==> config.mk <==
export PLATFORM = sky130hd
export DESIGN_NAME = fifo_flat
export DESIGN_NICKNAME = d
export VERILOG_FILES = /design/src/rtl/fifo_pkg.sv /design/src/rtl/fifo_if.sv /design/src/rtl/fifo_mem.sv /design/src/rtl/fifo.sv /design/src/flat_wrapper.sv
export SDC_FILE = /design/constraint.sdc
export NUM_CORES = 1
export LEC_CHECK = 0
export ABC_AREA = 1
export ABC_CLOCK_PERIOD_IN_PS = 3200
export CORE_MARGIN = 1
export CORE_UTILIZATION = 40
export CTS_BUF_LIST = sky130_fd_sc_hd__clkbuf_8
export CTS_CLUSTER_SIZE = 24
export DETAILED_ROUTE_END_ITERATION = 10
export SLEW_MARGIN = 20
export SYNTH_ARGS = -nofsm -noshare
export SYNTH_HDL_FRONTEND = slang
export SYNTH_SLANG_ARGS = --single-unit
==> constraint.sdc <==
create_clock -name clock -period 3.2 [get_ports clock]
set_clock_uncertainty 0.05 [all_clocks]
set_input_delay 0.64 -clock clock [delete_from_list [all_inputs] [get_ports clock]]
set_output_delay 0.64 -clock clock [all_outputs]
set_load 0.01 [all_outputs]
==> src/rtl/fifo_pkg.sv <==
// Shared default geometry for the synchronous FIFO and its storage array.
`timescale 1ns/1ps
package fifo_pkg;
    localparam int DEF_SIZE  = 8;  // data word width in bits
    localparam int DEF_DEPTH = 2;  // address width; capacity is 2**DEPTH entries
endpackage

==> src/rtl/fifo_if.sv <==
// Data and status bundle between a FIFO user (master) and the FIFO (slave).
`timescale 1ns/1ps
interface fifo_if
    import fifo_pkg::*;
#(
    parameter int SIZE = DEF_SIZE
);
    // valid_write is accepted on a rising edge unless full (a same-edge accepted read frees a slot);
    // valid_read is accepted on a rising edge unless empty, and data_out updates on that same edge.
    logic [SIZE-1:0] data_in;
    logic            valid_write;
    logic            valid_read;
    logic [SIZE-1:0] data_out;
    logic            full_flag;
    logic            empty_flag;
    logic            almost_full_flag;
    logic            almost_empty_flag;

    modport master (
        output data_in, valid_write, valid_read,
        input  data_out, full_flag, empty_flag, almost_full_flag, almost_empty_flag
    );

    modport slave (
        input  data_in, valid_write, valid_read,
        output data_out, full_flag, empty_flag, almost_full_flag, almost_empty_flag
    );
endinterface

==> src/rtl/fifo_mem.sv <==
// 2**DEPTH x SIZE storage with one write port and a registered read port.
`timescale 1ns/1ps
module fifo_mem
    import fifo_pkg::*;
#(
    parameter int SIZE  = DEF_SIZE,
    parameter int DEPTH = DEF_DEPTH
) (
    input  logic             clock,
    input  logic             reset_n,
    input  logic             we,
    input  logic [DEPTH-1:0] waddr,
    input  logic [SIZE-1:0]  wdata,
    input  logic             re,
    input  logic [DEPTH-1:0] raddr,
    output logic [SIZE-1:0]  rdata
);
    logic [SIZE-1:0] mem [2**DEPTH];

    // Array is never reset; only the pointers decide which entries are live.
    always_ff @(posedge clock) begin
        if (we) mem[waddr] <= wdata;
    end

    // A same-edge write to raddr is not seen here: the read returns the old entry.
    always_ff @(posedge clock or negedge reset_n) begin
        if (!reset_n)  rdata <= '0;
        else if (re)   rdata <= mem[raddr];
    end
endmodule

==> src/rtl/fifo.sv <==
// Synchronous FIFO: pointer, occupancy and flag control around fifo_mem.
`timescale 1ns/1ps
module fifo
    import fifo_pkg::*;
#(
    parameter int SIZE  = DEF_SIZE,
    parameter int DEPTH = DEF_DEPTH
) (
    input logic  clock,
    input logic  reset_n,
    fifo_if.slave bus
);
    localparam logic [DEPTH:0] CAP    = {1'b1, {DEPTH{1'b0}}};
    localparam logic [DEPTH:0] CAP_M1 = CAP - 1'b1;
    localparam logic [DEPTH:0] ONE    = {{DEPTH{1'b0}}, 1'b1};

    logic [DEPTH-1:0] wr_ptr, rd_ptr;
    logic [DEPTH:0]   count, count_next;
    logic             rd_ok, wr_ok;
    logic             full_q, empty_q, afull_q, aempty_q;

    // A write into a full FIFO is allowed only when a read frees the slot on the same edge.
    assign rd_ok = bus.valid_read && (count != '0);
    assign wr_ok = bus.valid_write && ((count != CAP) || rd_ok);

    always_comb begin
        count_next = count;
        case ({wr_ok, rd_ok})
            2'b10:   count_next = count + 1'b1;
            2'b01:   count_next = count - 1'b1;
            default: count_next = count;
        endcase
    end

    // Flags are registered from the next count so they move exactly with count.
    always_ff @(posedge clock or negedge reset_n) begin
        if (!reset_n) begin
            wr_ptr   <= '0;
            rd_ptr   <= '0;
            count    <= '0;
            full_q   <= 1'b0;
            empty_q  <= 1'b1;
            afull_q  <= 1'b0;
            aempty_q <= 1'b0;
        end else begin
            if (wr_ok) wr_ptr <= wr_ptr + 1'b1;
            if (rd_ok) rd_ptr <= rd_ptr + 1'b1;
            count    <= count_next;
            full_q   <= (count_next == CAP);
            empty_q  <= (count_next == '0);
            afull_q  <= (count_next == CAP_M1);
            aempty_q <= (count_next == ONE);
        end
    end

    fifo_mem #(
        .SIZE  (SIZE),
        .DEPTH (DEPTH)
    ) u_mem (
        .clock   (clock),
        .reset_n (reset_n),
        .we      (wr_ok),
        .waddr   (wr_ptr),
        .wdata   (bus.data_in),
        .re      (rd_ok),
        .raddr   (rd_ptr),
        .rdata   (bus.data_out)
    );

    assign bus.full_flag         = full_q;
    assign bus.empty_flag        = empty_q;
    assign bus.almost_full_flag  = afull_q;
    assign bus.almost_empty_flag = aempty_q;
endmodule

==> src/flat_wrapper.sv <==
// flat-port wrapper written by rule: the top's interface ports become plain ports
module fifo_flat import fifo_pkg::*;
#(
    parameter int SIZE  = DEF_SIZE,
    parameter int DEPTH = DEF_DEPTH
)
  (clock, reset_n, bus_data_in, bus_valid_write, bus_valid_read, bus_data_out, bus_full_flag, bus_empty_flag, bus_almost_full_flag, bus_almost_empty_flag);
  fifo_if #(.SIZE(SIZE)) bus_i ();
  input logic clock;
  input logic reset_n;
  input wire logic [$bits(bus_i.data_in)-1:0] bus_data_in;
  input wire logic [$bits(bus_i.valid_write)-1:0] bus_valid_write;
  input wire logic [$bits(bus_i.valid_read)-1:0] bus_valid_read;
  output wire logic [$bits(bus_i.data_out)-1:0] bus_data_out;
  output wire logic [$bits(bus_i.full_flag)-1:0] bus_full_flag;
  output wire logic [$bits(bus_i.empty_flag)-1:0] bus_empty_flag;
  output wire logic [$bits(bus_i.almost_full_flag)-1:0] bus_almost_full_flag;
  output wire logic [$bits(bus_i.almost_empty_flag)-1:0] bus_almost_empty_flag;
  assign bus_i.data_in = bus_data_in;
  assign bus_i.valid_write = bus_valid_write;
  assign bus_i.valid_read = bus_valid_read;
  assign bus_data_out = bus_i.data_out;
  assign bus_full_flag = bus_i.full_flag;
  assign bus_empty_flag = bus_i.empty_flag;
  assign bus_almost_full_flag = bus_i.almost_full_flag;
  assign bus_almost_empty_flag = bus_i.almost_empty_flag;
  fifo #(.SIZE(SIZE), .DEPTH(DEPTH)) u_core (.clock(clock), .reset_n(reset_n), .bus(bus_i));
endmodule
---- Yosys cells after proc, flatten, opt, wreduce, memory -nomap -nowiden ----
Memories as Yosys holds them, arrays and structs flattened. A register that Yosys moved wholly into a read port is not among the register bits.
Index checks and enable logic that the tools add are counted.
storage, ports and cells
  memory bits (writable) .................. 32
  word-level logic and storage cells ...... 27
  bits in registers ....................... 11
  bits of input ports ..................... 12
  memories kept ........................... 1
  output and inout port bits .............. 12
operators by class
  add/sub/neg operators ................... 4
  reductions and logical operators ........ 6
  multiplexer cells ....................... 3
  equality and inequality tests ........... 6
memory list
  memory            words  bits a word  read ports  clocked after memory_dff  wr ports  RTL line        text
  u_core.u_mem.mem  4      8            1           1                         1         fifo_mem.sv:18  logic [SIZE-1:0] mem [2**DEPTH];
operator list
  kind                                                                   number
  3-bit one-hot mux with 2 select lines                                  1
  2-bit by 1-bit adder with 2-bit output, second input constant          2
  3-bit by 1-bit adder with 3-bit output, second input constant          1
  3-bit by 1-bit equality test with 1-bit output, second input constant  1
  3-bit by 2-bit equality test with 1-bit output, second input constant  1
  3-bit equality test, second input constant                             1
  3-bit zero test                                                        1
  3-bit inequality test, second input constant                           1
  3-bit nonzero test                                                     1
  3-bit by 1-bit subtractor with 3-bit output, second input constant     1
  2-bit by 1-bit equality test with 1-bit output, second input constant  1
  2-bit equality test, second input constant                             1
  1-bit logical AND                                                      2
  1-bit 2-to-1 mux                                                       2
  1-bit zero test                                                        1
  1-bit logical OR                                                       1

---- Longest topological paths before layout ----
Gate-level depths: netlist of the first run.
  depth in word-level cells ............... 7
  mapped depth ............................ 9
  mapped depth without buffers ............ 9

---- Cells and area by module ----
A second synthesis of the first run with hierarchy kept.
second synthesis, totals
  cells, all modules ...................... 231
  area total of the unflattened synthesis .. 2265.9 sq um
by module, submodules not included
  module    instances  area an instance (sq um)  cells an instance
  fifo_mem  1          1686.6                    167
  fifo      1          579.3                     64

---- Least setup slack after synthesis of the first run ----
OpenSTA, ideal clock, no wires.
  path type ............................... input to register
  start point ............................. in bus_valid_write
  end point ............................... reg u_core.aempty_q, in the netlist u_core.bus.almost_empty_flag
  path buffers ............................ 0
  required time ........................... 3.032 ns
  slack ................................... 1.183 ns
  stages on the path ...................... 8
  arrival time ............................ 1.848 ns
  cell sequence ........................... inv_1 -> nand3_4 -> fa_1 -> xor2_1 -> nand3b_4 -> nand2_4 -> nor2_4 -> nor2_1
on the way
  cells in the longest elaborated chain, start to end .. 4
  elaborated cells on any way between the ends .. 5
  those cells by class .................... eq/ne (3); mux (1); reduce/logical (1)
RTL lines
  what                                                                                   RTL line            text
  from (decl)                                                                            flat_wrapper.sv:12  input wire logic [$bits(bus_i.valid_write)-1:0] bus_valid_write;
  1-bit logical AND *                                                                    fifo.sv:24          assign wr_ok = bus.valid_write && ((count != CAP) || rd_ok);
  2-bit by 1-bit equality test with 1-bit output or 2-bit equality test (tied branches)  fifo.sv:28          case ({wr_ok, rd_ok})
  3-bit one-hot mux with 2 select lines *                                                fifo.sv:28
  via u_core.count_next[2]                                                               fifo.sv:18          logic [DEPTH:0] count, count_next;
  3-bit by 1-bit equality test with 1-bit output *                                       fifo.sv:52          aempty_q <= (count_next == ONE);
  to (signal assigned)                                                                   fifo.sv:52
  to (decl)                                                                              fifo.sv:20          logic full_q, empty_q, afull_q, aempty_q;
Mark *: on every way through the listed nets, which the timed path passes. The rest lies on a longest branch.
A chain may end at the register's enable or synchronous reset.

---- Worst setup path after layout of the first run ----
Ends and elaborated chain as after synthesis.

==> metrics.cfg, run 1 <==
[layout]
final_util=0.5139
syn_to_final_growth_pct=21.06
num_antenna_cells=0
nets=236
drive_gt1_frac=0.1545
n_fill_cell=470

[synth]
synth_area_leaders=edfxtp_1 43%, dfrtp_1 20%, nor2_1 8.7%
synth_top_area_cell=edfxtp_1
syn-instance-count=189
synth.avg_cell_area_um2=11.69
yosysTopAreaCellShare=0.4349
synth.cell_area_um2=2210
yosysSeqAreaShare=0.6506
synth_common_cells=51 x nor2_1, 32 x edfxtp_1, 18 x dfrtp_1, 17 x o21ai_0, 11 x inv_1
ys.flop_type=edfxtp_1
synth_warnings=0
synth-seq-cells=51
synth_nets=206
synth_edf_count=32
yosysMostFrequentCell=nor2_1
synth.distinct_cells=25
async_flop_share=0.3725

[place]
place.gp.congestion=0.7875
dp_hpwl_mm=2.517
port_buffers=23

[grt]
grtUsageTotal=0.1471
antenna_found_initial=0
grt_start_max_net_pins=20
gr-total-overflow=0
grt_pass1_wl_mm=6.444
grt_pass1_vias=1326

[floorplan]
io-pin-count=24
die_w_um=76.33
dieArea_um2=5826
dieHeight_um=76.33
start_util=0.4245
num_rows=26
fp.coreArea_um2=5205

[cts]
clockRootBuffer=clkbuf_8
cts.clk_slew.worst_paths_ns=0.10
cts_max_path_buffers=2
cts_setup_buffers=0
post_cts_resized=0
cts_buffers=5
cts.sinks=51
postCtsHoldBufs=0
clock_latency_ns=0.30
cts_tree=built
htree_levels=2

[timing]
setup_tns_ns=0
finalCritPeriodShare=0.7576
slew_violations=0
finalSetupViolCount=0
rsz0062_at_grt=no
finalCriticalPeriod_ns=2.424
relSlewSlack=0.5595
worstMarginPinSlew_ns=0.6608
finalHoldViolations=0
max_freq_mhz=412.5

[routing]
drtAntennaViolNets=0
drt_iter0_drc=57
first_pass_iters=4
viasPerCell=4.686
totalWireLength_mm=3.816
vias=1359
drc=0
drt-wirelength-per-cell_um=13.16

[worst_setup_path]
worstPathArrival_ns=2.57
critPathKind=input port to flip-flop
r2r_setup_slack_ns=1.29
critPathRequiredTime_ns=3.35
end_kind=flip-flop
critPathMaxFanout=6
start_kind=input port

[worst_hold_path]
min_path_type=flip-flop to flip-flop

[run]
drv_cap=0

[pwr]
p_leak_uw=0.001066
cellPowerDensity_nw_per_um2=928.4
total_power_uw=2483
ir_worst_vdd_uv=399.2

[status]
outcome=completed

-- cell usage in the layout, fill, tap and decap left out, types with 4 or more instances in the layout --
| cell type | instances |
|---|---|
| nor2_1 | 51 |
| edfxtp_1 | 32 |
| clkdlybuf4s50_1 | 23 |
| dfrtp_1 | 18 |
| o21ai_0 | 17 |
| inv_1 | 11 |
| nand3_1 | 10 |
| nand2_1 | 8 |
| a31oi_1 | 8 |
| nand2_4 | 5 |
| clkbuf_8 | 5 |
| buf_4 | 5 |
| ha_1 | 4 |
-- flip-flops by register name (all words and copies together) (netlist names) --
signal	count
u_core.bus.empty_flag	1
u_core.count	3
u_core.bus.almost_full_flag	1
u_core.bus.almost_empty_flag	1
u_core.rd_ptr	2
u_core.u_mem.mem	32
u_core.bus.full_flag	1
u_core.wr_ptr	2
u_core.u_mem.rdata	8
-- layer usage --
layer | vias up | track usage | routed length (um)
li1 | 693 | - | -
met1 | 638 | 0.1840 | 1732
met2 | 26 | 0.2423 | 1887
met3 | 2 | 0.04671 | 176
met4 | 0 | 0.04615 | 19
met5 | - | 0 | 0
-- worst paths after layout --
path | cells after the start | from | end
max | 9 | bus_valid_write | u_core.bus.almost_empty_flag$_DFF_PN0_
min | 2 | u_core.u_mem.mem[1][2]$_DFFE_PP_ | u_core.u_mem.rdata[2]$_DFFE_PN0N_
max reg2reg | 9 | u_core.count[0]$_DFF_PN0_ | u_core.bus.almost_empty_flag$_DFF_PN0_
min reg2reg | 2 | u_core.u_mem.mem[1][2]$_DFFE_PP_ | u_core.u_mem.rdata[2]$_DFFE_PN0N_
max in group asynchronous | 2 | reset_n | u_core.bus.empty_flag$_DFF_PN1_
min in group asynchronous | 2 | reset_n | u_core.count[1]$_DFF_PN0_
-- area by class of cell --
cell class / count / area [um2] / share of cell area
repair buffers: 28 / 267.8 / 0.1001
clock inverters: 3 / 71.32 / 0.02666
well taps: 70 / 87.58 / 0.03274
flip-flops and latches: 51 / 1438 / 0.5374
clock buffers: 5 / 68.82 / 0.02572
multi-input cells: 117 / 675.6 / 0.2526
inverters: 16 / 66.31 / 0.02479
-- worst max-delay path: stages --
cell and delay, ns:
clkdlybuf4s50_1 0.54, inv_1 0.22, nand3_4 0.13, fa_1 0.39, xor2_1 0.21, nand3b_4 0.19
nand2_4 0.05, nor2_4 0.13, nor2_1 0.06
-- kinds of logic after synthesis --
family | synth area share
AND/OR/NAND/NOR | 0.2010
adder cells (fa/ha/maj) | 0.03171
AO/OA/AOI/OAI | 0.06116
flip-flops | 0.6506
XOR/XNOR | 0.01189
buffers and inverters | 0.04360
-- metrics by stage --
stage	setup WS, ns	cell area (um2)	std cells	hold WS [ns]
after CTS	0.7500	2675	290	0.4955
after floorplan	1.183	2210	189	0.2944
final	0.7756	2675	290	0.4953
after global placement	0.4995	2535	282	0.4748
after detailed placement	0.4337	2535	282	0.4743
after global routing	0.6260	2675	290	0.5193
-- where the power goes --
group	internal (uW)	leakage [uW]	switching [uW]
Sequential	908	0.000515	148
Combinational	396	0.000481	500
Clock	317	0.0000703	214
Total	1620	0.00107	862
Note: power is estimated with default switching activity, not from simulation.
==> run 2, diff against run 1 <==
--- a/config.mk
+++ b/config.mk
@@ -6,7 +6,7 @@
 export NUM_CORES = 1
 export LEC_CHECK = 0
 export ABC_AREA = 1
-export ABC_CLOCK_PERIOD_IN_PS = 3200
+export ABC_CLOCK_PERIOD_IN_PS = 2400
 export CORE_MARGIN = 1
 export CORE_UTILIZATION = 40
 export CTS_BUF_LIST = sky130_fd_sc_hd__clkbuf_8
==> constraint.sdc (replaced) <==
create_clock -name clock -period 2.4 [get_ports clock]
set_clock_uncertainty 0.05 [all_clocks]
set_input_delay 0.48 -clock clock [delete_from_list [all_inputs] [get_ports clock]]
set_output_delay 0.48 -clock clock [all_outputs]
set_load 0.01 [all_outputs]
==> run 2 against run 1 <==
Global-route usage increased by 0.62 points. Sequential share of layout area increased by 0.35 points. Hold slack got worse by 0.030 ns. Power increased by 25%. Setup slack got worse by 0.34 ns. Non-clock buffer count increased by 5. Cell count increased by 1.7%. Wire length increased by 1.6%.
==> metrics.cfg, run 2 (synthesis results as in run 1) <==
[status]
outcome=completed

[cts]
cts_tree=built
postCtsHoldBufs=0  ; unchanged
cts_max_path_buffers=2  ; unchanged
cts.sinks=51  ; unchanged
cts_setup_buffers=0  ; unchanged
cts_buffers=5  ; unchanged
post_cts_resized=0  ; unchanged
clockRootBuffer=clkbuf_8
cts.clk_slew.worst_paths_ns=0.09  ; about the same
htree_levels=2  ; unchanged
clock_latency_ns=0.29  ; about the same

[timing]
worstMarginPinSlew_ns=0.4208  ; -0.2400 ns
finalHoldViolations=0  ; unchanged
rsz0062_at_grt=no
finalCriticalPeriod_ns=1.964
finalSetupViolCount=0  ; unchanged
relSlewSlack=0.7195  ; +0.1600
finalCritPeriodShare=0.8185
setup_tns_ns=0  ; unchanged
worst_slack_ns=0.4355  ; -0.3401 ns
slew_violations=0  ; unchanged
max_freq_mhz=509.0

[layout]
final_common_cell=nor2_1
nets=241  ; +2.1%
stdcell_count=295  ; +1.7%
drive_gt1_frac=0.1644  ; +0.009899
reg_top3=u_core.u_mem.mem: 32 flops, u_core.u_mem.rdata: 8 flops, u_core.count: 3 flops
mostFrequentLayoutCells=51 x nor2_1, 32 x edfxtp_1, 23 x clkdlybuf4s50_1
syn_to_final_growth_pct=20.27
largest_register=u_core.u_mem.mem
num_antenna_cells=0  ; unchanged
largest_reg_flops=32  ; unchanged

[grt]
gr-total-overflow=0  ; unchanged
antenna_found_initial=0  ; unchanged
grt_start_max_net_pins=20  ; unchanged
grtUsageTotal=0.1533  ; +0.006248
grt_pass1_vias=1395  ; +5.2%
grt_pass1_wl_mm=6.762  ; +4.9%

[floorplan]
start_util=0.4245  ; unchanged
dieArea_um2=5826  ; unchanged
io-pin-count=24  ; unchanged
fp.coreArea_um2=5205  ; unchanged
die_w_um=76.33  ; unchanged
num_rows=26  ; unchanged
dieHeight_um=76.33  ; unchanged

[routing]
drc=0  ; unchanged
drt_iter0_drc=53  ; -7.0%
first_pass_iters=4  ; unchanged
viasPerCell=4.722  ; +0.76%
vias=1393  ; +2.5%
drt-wirelength-per-cell_um=13.15  ; about the same
drtAntennaViolNets=0  ; unchanged
totalWireLength_mm=3.878  ; +1.6%

[worst_setup_path]
cp_top_family=buffers and inverters
end_kind=flip-flop
path_buf_inv=2  ; unchanged
rr_endpoint=u_core.bus.almost_empty_flag$_DFF_PN0_
slowest_stage=clkdlybuf4s50_1
reg2reg_from=u_core.count[0]$_DFF_PN0_
slowest_delay_ns=0.42  ; -0.12 ns
r2r_setup_slack_ns=0.56  ; -0.73 ns
worstPathArrival_ns=2.11  ; -0.46 ns
critPathRequiredTime_ns=2.54  ; -0.81 ns
cp_cell_sequence=clkdlybuf4s50_1, inv_1, nand3_4, fa_1, xor2_1, nand3b_4, nand2_4, nor2_4, nor2_1
cp_num_cells=9  ; unchanged
cp-endpoint=u_core.bus.almost_empty_flag$_DFF_PN0_
critPathKind=input port to flip-flop
cp-startpoint=bus_valid_write
critPathMaxFanout=4  ; -2
r2r_cells=9  ; unchanged
start_kind=input port

[place]
post-place-ws_ns=0.1118  ; -0.3219 ns
place.gp.congestion=0.7593  ; -3.6%
dp_hpwl_mm=2.613  ; +3.8%
dp.cells=287  ; +1.8%
port_buffers=23  ; unchanged

[run]
drv_cap=0  ; unchanged

[worst_hold_path]
min_path_type=input port to async pin

[pwr]
cellPowerDensity_nw_per_um2=1165  ; +25%
p_leak_uw=0.001066  ; about the same
ir_worst_vdd_uv=477.6  ; +20%

==> run 2: worst min-delay path by stage <==
stage,end,depth (start not counted),startpoint
after floorplan,u_core.bus.almost_empty_flag$_DFF_PN0_,0,reset_n
after global placement,u_core.u_mem.rdata[7]$_DFFE_PN0N_,2,u_core.u_mem.mem[1][7]$_DFFE_PP_
after detailed placement,u_core.u_mem.rdata[1]$_DFFE_PN0N_,2,u_core.u_mem.mem[1][1]$_DFFE_PP_
after CTS,u_core.bus.almost_full_flag$_DFF_PN0_,2,reset_n
after global routing,u_core.bus.almost_full_flag$_DFF_PN0_,2,reset_n
final,u_core.bus.almost_full_flag$_DFF_PN0_,2,reset_n
==> run 2: metal layers <==
| metal | GRT usage | vias up | share of wire |
|---|---|---|---|
| met5 | 0 | - | 0 |
| met4 | 0.04615 | 0 | 0.0044 |
| met3 | 0.04192 | 2 | 0.037 |
| met2 | 0.2658 | 25 | 0.51 |
| met1 | 0.1856 | 663 | 0.45 |
| li1 | - | 703 | - |
==> run 2: stage by stage <==
stage          cell area, um2  power [uW]    util  hold slack [ns]
6_report                 2658        3096  0.5106           0.4657
5_1_grt                  2658        3338  0.5106           0.4834
4_1_cts                  2658        3139  0.5106           0.4711
3_5_place_dp             2572        2666  0.4942           0.4821
3_3_place_gp             2572        2643  0.4942           0.4743
2_1_floorplan            2210        2200       -           0.1344
==> run 2: power by group <==
group          switching [uW]  internal [uW]  leakage (uW)
Clock                     270            200     0.0000470
Sequential                180           1210      0.000515
Combinational             689            545      0.000504
==> run 2: cell type report <==
type / instances / area (um2)
multi-input cells: 117 / 675.6
clock inverters: 3 / 16.27
inverters: 16 / 66.31
clock buffers: 5 / 68.82
well taps: 70 / 87.58
flip-flops and latches: 51 / 1438
fillers: 476 / 2547
repair buffers: 33 / 305.3
